[config.mk]
export PLATFORM = sky130hd
export DESIGN_NAME = mem_port_arbiter_flat
export DESIGN_NICKNAME = d
export VERILOG_FILES = /design/src/rtl/mem_port_arbiter_if.sv /design/src/rtl/mem_port_arbiter.sv /design/src/flat_wrapper.sv
export SDC_FILE = /design/constraint.sdc
export NUM_CORES = 1
export LEC_CHECK = 0
export ABC_AREA = 1
export BUFFER_PORTS_ARGS = -buffer_cell sky130_fd_sc_hd__buf_2
export CAP_MARGIN = 20
export CORE_AREA = 2 2 45 63
export CTS_CLUSTER_SIZE = 8
export DETAILED_ROUTE_END_ITERATION = 8
export DIE_AREA = 0 0 47 65
export SLEW_MARGIN = 20
export SYNTH_ARGS = -nofsm -noshare
export SYNTH_HDL_FRONTEND = slang
export SYNTH_SLANG_ARGS = --single-unit
[constraint.sdc]
create_clock -name clk -period 1.6 [get_ports clk]
set_input_delay 0.32 -clock clk [delete_from_list [all_inputs] [get_ports clk]]
set_output_delay 0.32 -clock clk [all_outputs]
set_load 0.01 [all_outputs]
[src/rtl/mem_port_arbiter_if.sv]
// Request/grant bundle between the two requesters plus memory completion and the arbiter.
interface mem_port_arbiter_if;
    logic req_a;
    logic req_b;
    logic done_in;
    logic gnt_a;
    logic gnt_b;
    logic busy;
    logic owner;
    logic timeout_err;

    // Requester/memory side drives requests and completion, observes the grant.
    modport master (
        output req_a,
        output req_b,
        output done_in,
        input  gnt_a,
        input  gnt_b,
        input  busy,
        input  owner,
        input  timeout_err
    );

    // Arbiter side resolves requests into a single registered grant.
    modport slave (
        input  req_a,
        input  req_b,
        input  done_in,
        output gnt_a,
        output gnt_b,
        output busy,
        output owner,
        output timeout_err
    );
endinterface

[src/rtl/mem_port_arbiter.sv]
// Two-requester round-robin arbiter for one shared memory port.
// A grant is held until completion, withdrawal, or the hold watchdog expires.
// MAX_HOLD must lie in 2..255 and fit in CNT_W bits (2**CNT_W > MAX_HOLD).
module mem_port_arbiter #(
    parameter int unsigned MAX_HOLD = 16,
    parameter int unsigned CNT_W    = 8
) (
    input logic              clk,
    input logic              rst,
    mem_port_arbiter_if.slave bus
);

    typedef enum logic [1:0] {
        StIdle = 2'd0,
        StOwnA = 2'd1,
        StOwnB = 2'd2
    } state_e;

    localparam logic [CNT_W-1:0] HoldLast = CNT_W'(MAX_HOLD - 1);

    state_e           state_q, state_d;
    logic [CNT_W-1:0] hold_cnt_q, hold_cnt_d;
    logic             last_served_q, last_served_d;  // 0 = A, 1 = B
    logic             owner_q, owner_d;
    logic             timeout_q, timeout_d;
    logic             gnt_a_q, gnt_b_q, busy_q;

    logic own_req;
    logic other_req;
    logic at_limit;
    logic grant_a;
    logic grant_b;

    // Next-state: arbitration in idle, release/handoff decisions while owned.
    always_comb begin
        state_d       = state_q;
        hold_cnt_d    = hold_cnt_q;
        last_served_d = last_served_q;
        owner_d       = owner_q;
        timeout_d     = 1'b0;
        grant_a       = 1'b0;
        grant_b       = 1'b0;

        own_req   = (state_q == StOwnB) ? bus.req_b : bus.req_a;
        other_req = (state_q == StOwnB) ? bus.req_a : bus.req_b;
        at_limit  = (hold_cnt_q == HoldLast);

        case (state_q)
            StIdle: begin
                // On a tie the requester not served last wins; completion is ignored here.
                if (bus.req_a && (!bus.req_b || last_served_q)) begin
                    grant_a = 1'b1;
                end else if (bus.req_b) begin
                    grant_b = 1'b1;
                end
            end
            StOwnA, StOwnB: begin
                if (bus.done_in || !own_req || at_limit) begin
                    // Watchdog only counts when neither completion nor withdrawal took priority.
                    timeout_d = !bus.done_in && own_req && at_limit;
                    if (other_req) begin
                        // Direct handoff, no idle bubble.
                        if (state_q == StOwnA) grant_b = 1'b1;
                        else                   grant_a = 1'b1;
                    end else if (own_req && bus.done_in) begin
                        // Back-to-back re-entry for the same owner.
                        if (state_q == StOwnA) grant_a = 1'b1;
                        else                   grant_b = 1'b1;
                    end else begin
                        // Watchdog with only the owner left requesting also lands here,
                        // forcing one idle cycle before re-arbitration.
                        state_d = StIdle;
                    end
                end else if (!at_limit) begin
                    hold_cnt_d = hold_cnt_q + 1'b1;
                end
            end
            default: begin
                state_d = StIdle;
            end
        endcase

        // Entry into an ownership state restarts the hold window.
        if (grant_a) begin
            state_d       = StOwnA;
            hold_cnt_d    = '0;
            last_served_d = 1'b0;
            owner_d       = 1'b0;
        end else if (grant_b) begin
            state_d       = StOwnB;
            hold_cnt_d    = '0;
            last_served_d = 1'b1;
            owner_d       = 1'b1;
        end
    end

    // State and registered outputs; grants and busy come straight from flops.
    always_ff @(posedge clk or posedge rst) begin
        if (rst) begin
            state_q       <= StIdle;
            hold_cnt_q    <= '0;
            last_served_q <= 1'b1;
            owner_q       <= 1'b0;
            timeout_q     <= 1'b0;
            gnt_a_q       <= 1'b0;
            gnt_b_q       <= 1'b0;
            busy_q        <= 1'b0;
        end else begin
            state_q       <= state_d;
            hold_cnt_q    <= hold_cnt_d;
            last_served_q <= last_served_d;
            owner_q       <= owner_d;
            timeout_q     <= timeout_d;
            gnt_a_q       <= (state_d == StOwnA);
            gnt_b_q       <= (state_d == StOwnB);
            busy_q        <= (state_d != StIdle);
        end
    end

    assign bus.gnt_a       = gnt_a_q;
    assign bus.gnt_b       = gnt_b_q;
    assign bus.busy        = busy_q;
    assign bus.owner       = owner_q;
    assign bus.timeout_err = timeout_q;

    grant_exclusive_a: assert property (@(posedge clk) disable iff (rst) !(gnt_a_q && gnt_b_q));

endmodule

[src/flat_wrapper.sv]
// flat-port wrapper written by rule: the top's interface ports become plain ports
module mem_port_arbiter_flat 
#(
    parameter int unsigned MAX_HOLD = 16,
    parameter int unsigned CNT_W    = 8
)
  (clk, rst, bus_req_a, bus_req_b, bus_done_in, bus_gnt_a, bus_gnt_b, bus_busy, bus_owner, bus_timeout_err);
  mem_port_arbiter_if bus_i ();
  input logic clk;
  input logic rst;
  input wire logic [$bits(bus_i.req_a)-1:0] bus_req_a;
  input wire logic [$bits(bus_i.req_b)-1:0] bus_req_b;
  input wire logic [$bits(bus_i.done_in)-1:0] bus_done_in;
  output wire logic [$bits(bus_i.gnt_a)-1:0] bus_gnt_a;
  output wire logic [$bits(bus_i.gnt_b)-1:0] bus_gnt_b;
  output wire logic [$bits(bus_i.busy)-1:0] bus_busy;
  output wire logic [$bits(bus_i.owner)-1:0] bus_owner;
  output wire logic [$bits(bus_i.timeout_err)-1:0] bus_timeout_err;
  assign bus_i.req_a = bus_req_a;
  assign bus_i.req_b = bus_req_b;
  assign bus_i.done_in = bus_done_in;
  assign bus_gnt_a = bus_i.gnt_a;
  assign bus_gnt_b = bus_i.gnt_b;
  assign bus_busy = bus_i.busy;
  assign bus_owner = bus_i.owner;
  assign bus_timeout_err = bus_i.timeout_err;
  mem_port_arbiter #(.MAX_HOLD(MAX_HOLD), .CNT_W(CNT_W)) u_core (.clk(clk), .rst(rst), .bus(bus_i));
endmodule
==> impl_results.md, run 1 <==
- Outcome: finished, violations left
- Failing checks: negative setup slack
- Vias in the first global route: 768
- Port Buf Inserts: 9
- # DRC: 0
- Sw power: 963 µW
- Max Cap Violations: 0
- I/O Pins: 10
- Area delta synth->final: 23.3%
- Startpoint Class: flop
- Final net count: 145
- Share of the synthesized area in the top cell type: 36.0%
- Area occupied by multi-input gates: 628 µm²
- Slew Viols, Final: 0
- First-pass DRT Iterations: 4
- Worst path cell trace: ha_2, nand2_2, nor2_4, nand3_4, nand2_2, nand2_4, o21bai_4, nand2_4, nand2_8, nor2_2
- Largest net degree at the start of global routing: 17
- DP HPWL: 1.41 mm
- Worst-Skew Late Latency: 0.29 ns
- Average vias per placed instance: 4.59
- Clock root cell: clkbuf_4
- Largest cells by area after synthesis: dfrtp_1, nand2_4, ha_1
- Switching share of power: 45.5%
- Pint: 1150 µW
- #FFs+latches synth: 16
- Register area share after synthesis: 38.5%
- Period utilization: 102%
- Share of cells above drive strength 1: 50.0%
- VDD IR max: 0.883 mV
- Synth Cell Area: 1040 µm²
- Crit path max-delay family: simple AND/OR/NAND/NOR gates
- Syn Area/Cell: 9.32 µm²
- Reg-to-reg startpoint: u_core.hold_cnt_q[0]$_DFFE_PP0P_
- Worst stage delay on the critical path: 0.37 ns
- Initial antenna violation count: 0
- Endpoints failing setup: 10
- Post-Syn Nets: 122
- Core Rows: 22
- Worst min-delay path category: in -> async
- Worst path bufs/invs: 0
- Final wirelength: 1.89 mm
- H-tree depth: 1
- Total GRT Usage: 13.4%
- Diode count: 0
- Clock skew: 0.00367 ns
- Clock Pin Slew Worst Setup and Hold Paths: 0.10 ns
- Reg-to-reg slack, setup: -0.03 ns
- Fin util: 50.8%
- Routability cong.: 0.784
- Gate Count Post-Synth: 112
- Worst EP required: 1.78 ns
- Master of the slowest instance on the critical path: dfrtp_1
- Inserted Clock Buffers: 3
- Post-Place Worst Slack: -0.117 ns
- Post-synth cell types: 25
- Vias: 780
- Final ANT Viol Nets: 0
- Worst Tran Pin Value: 0.636 ns
- Crit end category: flop
- Hold buffer count at cts: 0
- Final hold violation count: 0
- Iter 0 DRT Violations: 20
- GRT overflow: 0
- Sequential cell area: 403 µm²
- Yosys warning total: 0
- Die height: 65 µm
- Setup TNS: -0.168 ns
- Pwr Density: 1650 nW/µm²
- Die area: 3060 µm²
- Slew Limit Headroom: 57.6%
- Setup WS post-layout: -0.0285 ns
- Worst Reg-to-Reg Cells: 10
- Filler instances: 262
- Critical Path Fanout Max: 8
- Drt wl/cell: 11.1 µm
- Die X: 47 µm
- CTS tree: built
- Clock share of power: 12.8%
- Clk buf depth: 2
- Initial Util: 41.2%
- RSZ-0062 raised after global routing: true
- Fmax: 0.614 GHz
- Reg power frac: 26.3%
- Critical path type: reg -> reg
- Tmin final: 1.63 ns
- Pleak: 0.000589 µW
- Critical Path AT: 1.81 ns
- # clock sinks: 16
- Core area: 2530 µm²
- Combinational share of power: 60.8%
- End of the worst register-to-register path: u_core.hold_cnt_q[7]$_DFFE_PP0P_
- Area leader, netlist: dfrtp_1
- Global-route wire length before repair: 3.03 mm
## per-stage QoR
stage          cell area (µm²)  hold WS (ns)  total power [µW]  cells
3_3_place_gp              1160         0.422              1680    161
5_1_grt                   1290         0.157              2280    170
2_1_floorplan             1040         0.233              1420    112
3_5_place_dp              1160         0.438              1690    161
4_1_cts                   1240         0.112              2060    166
6_report                  1290        0.0949              2120    170
## cells by family (layout without fill, tap and decap cells)
group | Yosys count | count (layout) | synth area share [%]
AOI/OAI and AO/OA | 7 | 7 | 5.03
adders and majority gates | 5 | 5 | 6.00
and+or+nand+nor | 62 | 62 | 39.2
DFF | 16 | 16 | 38.5
xor gates and xnor gates | 7 | 7 | 5.88
buffers and inverters | 15 | 37 | 5.40
## cells in the final DEF, fill, tap and decap left out, types with 2 or more instances in the layout
cell type	Yosys	layout
inv_4	0	2
dfrtp_1	15	14
inv_1	13	11
nand2_2	7	8
buf_2	0	9
nand2_4	6	6
nor2_2	8	8
nand2_1	16	14
nand3_2	4	4
buf_4	0	9
nand3_1	4	4
nor2_4	3	3
inv_2	2	2
ha_1	5	3
clkbuf_4	0	3
o21ai_1	1	2
nor2_1	8	8
a21oi_2	1	2
a21oi_1	3	2
xor2_1	6	6
nor3_2	1	2
nand3_4	2	2
## Yosys cell counts
library cell  count
a21oi_1           3
a21oi_2           1
dfrtp_1          15
dfstp_2           1
ha_1              5
inv_1            13
inv_2             2
nand2_1          16
nand2_2           7
nand2_4           6
nand3_1           4
nand3_2           4
nand3_4           2
nand4_1           1
nor2_1            8
nor2_2            8
nor2_4            3
nor3_1            1
nor3_2            1
nor3b_1           1
o21ai_0           1
o21ai_1           1
o21bai_4          1
xnor2_1           1
xor2_1            6
## routing by layer
metal  GRT usage, %  up-vias  part of all wire, %
met1           13.7      379                   39
met2           25.5        8                   60
met4           4.17        0                    0
li1               -      393                    -
met3           2.51        0                  1.6
met5              0        -                    0
## layout make-up
cell class                 count  share of cell area [%]
multi-input combinational     81                    48.8
tap                           36                    3.50
sequential                    16                    31.3
clock buffer                   4                    2.82
inverter                      15                    4.77
timing repair buffer          18                    8.75
## power groups by stage
stage | registers [µW] | logic, µW | clock network [µW]
final | 557 | 1290 | 272
after global routing | 567 | 1420 | 296
after CTS | 560 | 1220 | 281
after detailed placement | 562 | 1120 | 0
after global placement | 558 | 1120 | 0
after floorplan | 585 | 833 | 0
## flip-flops by register name, summed over array words and instances, names as in the netlist
signal / cells
u_core.bus.busy: 1
u_core.last_served_q: 1
u_core.bus.gnt_a: 1
u_core.bus.owner: 1
u_core.state_q: 2
u_core.hold_cnt_q: 8
u_core.bus.timeout_err: 1
u_core.bus.gnt_b: 1
## what timing repair did
action / 4_1_cts / 5_1_grt
endpoints found under the setup margin: 15 / 15
setup buffers: 1 / 4
gates resized for setup: 9 / 6
pin swaps: 4 / 7
## worst max path at each step
| stage | from | endpoint | slack [ns] | cells past startpoint |
|---|---|---|---|---|
| after floorplan | u_core.state_q[0]$_DFF_PP0_ | u_core.hold_cnt_q[5]$_DFFE_PP0P_ | 0.006 | 11 |
| after global placement | u_core.state_q[0]$_DFF_PP0_ | u_core.hold_cnt_q[5]$_DFFE_PP0P_ | -0.10 | 11 |
| after detailed placement | u_core.state_q[0]$_DFF_PP0_ | u_core.hold_cnt_q[7]$_DFFE_PP0P_ | -0.12 | 11 |
| after CTS | u_core.state_q[0]$_DFF_PP0_ | u_core.bus.gnt_b$_DFF_PP0_ | -0.04 | 13 |
| after global routing | u_core.hold_cnt_q[0]$_DFFE_PP0P_ | u_core.bus.gnt_b$_DFF_PP0_ | -0.14 | 11 |
| final | u_core.hold_cnt_q[0]$_DFFE_PP0P_ | u_core.hold_cnt_q[7]$_DFFE_PP0P_ | -0.03 | 10 |
(Power assumes the default switching activity.)
==> run 2, diff against run 1 <==
--- a/config.mk
+++ b/config.mk
@@ -6,7 +6,7 @@
 export NUM_CORES = 1
 export LEC_CHECK = 0
 export ABC_AREA = 1
-export BUFFER_PORTS_ARGS = -buffer_cell sky130_fd_sc_hd__buf_2
+export BUFFER_PORTS_ARGS = -buffer_cell sky130_fd_sc_hd__buf_4
 export CAP_MARGIN = 20
 export CORE_AREA = 2 2 45 63
 export CTS_CLUSTER_SIZE = 8
==> impl_results.md, run 2 (synthesis results as in run 1) <==
- CTS tree: built
- Crit end category: flop
- Vias in the first global route: 746 (-2.9%)
- Initial antenna violation count: 0 (unchanged)
- Pwr Density: 1690 nW/µm² (+2.7%)
- Endpoints failing setup: 13 (+3)
- H-tree depth: 1 (unchanged)
- Clock Pin Slew Worst Setup and Hold Paths: 0.11 ns (about the same)
- Reg power frac: 24.5% (-1.8 points)
- Non-Filler Instances: 170 (unchanged)
- Max FFs per register: 8 (unchanged)
- Worst min-delay path category: in -> async
- Final hold violation count: 0 (unchanged)
- Commonest cells after routing, fill and taps aside: buf_4, nand2_1, dfrtp_1
- VDD IR max: 0.923 mV (+4.5%)
- Initial Util: 41.2% (unchanged)
- Failing checks: negative setup slack
- # clock sinks: 16 (unchanged)
- GRT overflow: 0 (unchanged)
- I/O Pins: 10 (unchanged)
- Core area: 2530 µm² (unchanged)
- Top flop regs: u_core.hold_cnt_q x8, u_core.state_q x2
- Startpoint Class: flop
- Pleak: 0.000604 µW (+2.6%)
- Outcome: finished, violations left
- Share of cells above drive strength 1: 57.5% (+7.5 points)
- RSZ-0062 raised after global routing: true
- Reg with most FFs: u_core.hold_cnt_q
- Period utilization: 105% (+2.9 points)
- Final net count: 145 (unchanged)
- Diode count: 0 (unchanged)
- Port Buf Inserts: 9 (unchanged)
- Die area: 3060 µm² (unchanged)
- Core Rows: 22 (unchanged)
- Filler instances: 254 (-3.1%)
- Die height: 65 µm (unchanged)
- Area delta synth->final: 30.5%
- Final ANT Viol Nets: 0 (unchanged)
- Area occupied by multi-input gates: 681 µm² (+8.4%)
- Clock root cell: clkbuf_4
- Routability cong.: 0.842 (+7.4%)
- Clock share of power: 12.2% (-0.6 points)
- Clk buf depth: 2 (unchanged)
- Switching share of power: 45.7% (+0.26 points)
- Worst-Skew Late Latency: 0.30 ns (about the same)
- Slew Limit Headroom: 56.8% (-0.80 points)
- Final wirelength: 1.98 mm (+4.8%)
- Clock skew: 0.0141 ns (+0.0104 ns)
- Drt wl/cell: 11.7 µm (+4.8%)
- Worst Tran Pin Value: 0.648 ns (+0.0120 ns)
- Iter 0 DRT Violations: 23 (+15%)
- Pwr Total: 2300 µW (+8.7%)
- Max Cap Violations: 0 (unchanged)
- Largest net degree at the start of global routing: 17 (unchanged)
- Critical Path AT: 1.90 ns (+0.09 ns)
- Combinational share of power: 63.4% (+2.6 points)
- Vias: 753 (-3.5%)
- Inst Count DP: 163 (+1.2%)
- First-pass DRT Iterations: 4 (unchanged)
- Die X: 47 µm (unchanged)
- # DRC: 0 (unchanged)
- Critical Path Fanout Max: 8 (unchanged)
- DP HPWL: 1.48 mm (+5.6%)
- Fmax: 0.597 GHz (-2.8%)
- Setup WS post-layout: -0.0756 ns (-0.0471 ns)
- Slew Viols, Final: 0 (unchanged)
- Sequential cell area: 403 µm² (unchanged)
- Inserted Clock Buffers: 3 (unchanged)
- Pint: 1250 µW (+8.2%)
- Critical path type: reg -> reg
- Sw power: 1050 µW (+9.3%)
- Worst EP required: 1.83 ns (+0.05 ns)
- Most common cell after layout, fill and taps aside: buf_4
- Total GRT Usage: 14.5% (+1.0 points)
- Average vias per placed instance: 4.43 (-3.5%)
- Tmin final: 1.68 ns (+0.0471 ns)
- Global-route wire length before repair: 3.14 mm (+3.6%)
[run 2: path summary, 6_finish.rpt]
path                                             startpoint                          endpoint  slack (ns)  cells past startpoint
setup / recovery                u_core.state_q[0]$_DFF_PP0_  u_core.hold_cnt_q[5]$_DFFE_PP0P_       -0.08                     12
hold reg to reg            u_core.last_served_q$_DFFE_PP1P_  u_core.last_served_q$_DFFE_PP1P_        0.50                      2
max in group asynchronous                               rst       u_core.state_q[1]$_DFF_PP0_        1.05                      2
setup reg to reg                u_core.state_q[0]$_DFF_PP0_  u_core.hold_cnt_q[5]$_DFFE_PP0P_       -0.08                     12
hold / removal                                          rst      u_core.bus.owner$_DFFE_PP0P_         0.1                      2
min in group clk                                bus_done_in  u_core.bus.timeout_err$_DFF_PP0_        0.29                      4
[run 2: power by group through the flow]
stage	sequential (µW)	combinational [µW]	clock, µW
after global placement	563	1170	0
final	564	1460	280
after global routing	575	1610	296
after floorplan	585	833	0
after detailed placement	565	1180	0
after CTS	565	1300	278
[run 2: per-layer routing]
layer / global-route usage [%] / vias up / part of all wire [%] / routed length, µm
met4: 6.25 / 0 / 1.8 / 35
met3: 1.67 / 5 / 1.8 / 35
met2: 24.5 / 7 / 55 / 1090
li1: - / 394 / - / -
met1: 17.5 / 347 / 41 / 818
met5: 0 / - / 0 / 0
[run 2: stage by stage]
step                      worst slack (ns)  TNS, ns  hold WS, ns  instance area [µm²]  util (%)
after floorplan                    0.00617        0        0.233                 1040         -
after global placement              -0.136    -1.25        0.428                 1200      47.4
after detailed placement            -0.165    -1.66        0.452                 1200      47.4
after CTS                          -0.0326   -0.267        0.125                 1280      50.7
after global routing                -0.169    -2.09        0.163                 1360      53.8
final                              -0.0756   -0.596       0.0973                 1360      53.8
[run 2: area by class of cell]
type / instances / share of cell area [%]
Timing Repair Buffer: 18 / 9.93
Sequential cell: 16 / 29.6
Tap cell: 36 / 3.31
Multi-Input combinational cell: 81 / 50.0
Inverter: 15 / 4.50
Clock buffer: 4 / 2.67
[run 2: worst max-delay path, stage by stage, from the launching register on]
cell and delay, ns:
dfrtp_1 0.42, inv_2 0.10, ha_4 0.16, inv_4 0.04
nand2_4 0.07, nand2_4 0.05, nor2_4 0.15, nand2_2 0.09
nand3_1 0.11, nand2_2 0.07, nand2_4 0.14, nand2_8 0.10
nor2_2 0.11
[run 2: what timing repair did]
item                                    4_1_cts  5_1_grt
endpoints found under the setup margin       15       15
hold buffers                                  0        0
gates resized for setup                      13       15
buffers inserted                              0        3
pin swaps                                     3       10
==> run 3, diff against run 2 <==
--- a/config.mk
+++ b/config.mk
@@ -7,7 +7,6 @@
 export LEC_CHECK = 0
 export ABC_AREA = 1
 export BUFFER_PORTS_ARGS = -buffer_cell sky130_fd_sc_hd__buf_4
-export CAP_MARGIN = 20
 export CORE_AREA = 2 2 45 63
 export CTS_CLUSTER_SIZE = 8
 export DETAILED_ROUTE_END_ITERATION = 8
==> constraint.sdc (replaced) <==
create_clock -name clk -period 2.1 [get_ports clk]
set_input_delay 0.42 -clock clk [delete_from_list [all_inputs] [get_ports clk]]
set_output_delay 0.42 -clock clk [all_outputs]
set_load 0.01 [all_outputs]
==> impl_results.md, run 3 (synthesis results as in run 1) <==
- First-pass DRT Iterations: 4 (unchanged)
- Final net count: 136 (-6.2%)
- Reg with most FFs: u_core.hold_cnt_q
- Iter 0 DRT Violations: 13 (-43%)
- Clock root cell: clkbuf_4
- H-tree depth: 1 (unchanged)
- Initial Util: 41.2% (unchanged)
- Critical Path AT: 1.95 ns (+0.05 ns)
- Startpoint Class: flop
- Drt wl/cell: 10.6 µm (-9.3%)
- Slew Limit Headroom: 57.6% (+0.85 points)
- Final wirelength: 1.70 mm (-14%)
- RSZ-0062 raised after global routing: false
- Vias: 713 (-5.3%)
- Clk buf depth: 2 (unchanged)
- Most common cell after layout, fill and taps aside: nand2_1
- Total GRT Usage: 13.6% (-0.84 points)
- Clock skew: 0.00543 ns (-0.00867 ns)
- Worst stage delay on the critical path: 0.41 ns (about the same)
- Diode count: 0 (unchanged)
- Crit end category: flop
- Max Cap Violations: 0 (unchanged)
- Worst-Skew Late Latency: 0.29 ns (about the same)
- Fmax: 0.567 GHz (-5.1%)
- Slew Viols, Final: 0 (unchanged)
- Largest net degree at the start of global routing: 17 (unchanged)
- # clock sinks: 16 (unchanged)
- Critical Path Fanout Max: 8 (unchanged)
- Worst Reg-to-Reg Cells: 11 (-1)
- Pwr Density: 1210 nW/µm² (-28%)
- Final ANT Viol Nets: 0 (unchanged)
- Die area: 3060 µm² (unchanged)
- Worst path cell trace: inv_1, ha_1, inv_2, nand2_1, nand3_1, o21ai_0, nand3_1, nand2_1, nand2_4, nand2_4, nor2_2
- Max FFs per register: 8 (unchanged)
- Die height: 65 µm (unchanged)
- Area occupied by multi-input gates: 586 µm² (-14%)
- Worst min-delay path category: in -> async
- Routability cong.: 0.853 (+1.3%)
- Inserted Clock Buffers: 3 (unchanged)
- Critical path type: reg -> reg
- Fin Hold WS: 0.208 ns (+0.111 ns)
- Filler instances: 264 (+3.9%)
- Core area: 2530 µm² (unchanged)
- Die X: 47 µm (unchanged)
- Worst EP required: 2.29 ns (+0.46 ns)
- I/O Pins: 10 (unchanged)
- Share of cells above drive strength 1: 39.2% (-18 points)
- Top flop regs: u_core.hold_cnt_q x8, u_core.state_q x2
- GRT overflow: 0 (unchanged)
- CTS tree: built
- Global-route wire length before repair: 2.94 mm (-6.4%)
- Worst Tran Pin Value: 0.635 ns (-0.0128 ns)
- Final hold violation count: 0 (unchanged)
- Cts repair resizes: 0 (-13)
- Commonest cells after routing, fill and taps aside: nand2_1, dfrtp_1, inv_1
- Vias in the first global route: 732 (-1.9%)
- Setup WS post-layout: 0.335 ns (+0.410 ns)
- Clock Pin Slew Worst Setup and Hold Paths: 0.10 ns (about the same)
- Area delta synth->final: 14.3%
- Core Rows: 22 (unchanged)
- Setup TNS: 0 ns (+0.596 ns)
- Tmin final: 1.77 ns (+0.0896 ns)
- Initial antenna violation count: 0 (unchanged)
- Average vias per placed instance: 4.43 (about the same)
- # DRC: 0 (unchanged)
- Sequential cell area: 402 µm² (-0.31%)
- Outcome: finished, final reports clean
- VDD IR max: 0.586 mV (-37%)
- Pleak: 0.000550 µW (-9.0%)
- Port Buf Inserts: 9 (unchanged)
- Hold buffer count at cts: 0 (unchanged)
- Endpoints failing setup: 0 (-13)
- Post-Place Worst Slack: 0.313 ns (+0.478 ns)
- Period utilization: 84.1% (-21 points)
- # Post-CTS Setup Buffers: 0 (unchanged)
- DP HPWL: 1.39 mm (-6.3%)
- Fin util: 47.1% (-6.7 points)
- Master of the slowest instance on the critical path: dfrtp_1
==> run 3: cell count changes in the layout (fill, tap and decap cells not counted), sizes merged <==
| cell | before | now |
|---|---|---|
| buf | 18 | 9 |
==> run 3: worst paths after layout <==
kind,startpoint,to,slack [ns]
max in group asynchronous,rst,u_core.state_q[0]$_DFF_PP0_,1.48
worst min register to register,u_core.last_served_q$_DFFE_PP1P_,u_core.last_served_q$_DFFE_PP1P_,0.50
worst max register to register,u_core.state_q[0]$_DFF_PP0_,u_core.hold_cnt_q[7]$_DFFE_PP0P_,0.33
min in group clk,bus_done_in,u_core.bus.timeout_err$_DFF_PP0_,0.38
worst max-delay path,u_core.state_q[0]$_DFF_PP0_,u_core.hold_cnt_q[7]$_DFFE_PP0P_,0.33
worst min-delay path,rst,u_core.state_q[1]$_DFF_PP0_,0.21
==> run 3: area by class of cell <==
class                      instances  area share, %
multi-input combinational         81           49.1
sequential                        16           33.7
timing repair buffer               9           5.67
inverter                          15           4.72
tap                               36           3.78
clock buffer                       4           3.04
==> run 3: layer usage <==
layer / global-route usage [%] / wire length, µm / vias to the layer above
met4: 7.29 / 40 / 0
met1: 17.1 / 771 / 326
met3: 1.67 / 25 / 5
met2: 21.7 / 864 / 7
li1: - / - / 375
met5: 0 / 0 / -
==> run 3: power by group <==
group	total, µW	internal (µW)	switching [µW]
logic	814	288	526
clock network	205	106	99.0
registers	427	390	36.8
total	1450	784	662
==> run 3: per-stage QoR <==
stage,total power [µW],cells,area [µm²]
2_1_floorplan,1080,112,1040
5_1_grt,1580,161,1190
4_1_cts,1480,161,1190
3_3_place_gp,1250,157,1160
3_5_place_dp,1270,157,1160
6_report,1450,161,1190
==> run 3: critical path, delay by kind of cell (launching register included) <==
| family | cells | cell delay [ns] |
|---|---|---|
| and+or+nand+nor | 7 | 0.68 |
| buffers and inverters | 2 | 0.18 |
| AOI/OAI and AO/OA | 1 | 0.17 |
| DFF | 1 | 0.41 |
| adders and majority gates | 1 | 0.23 |
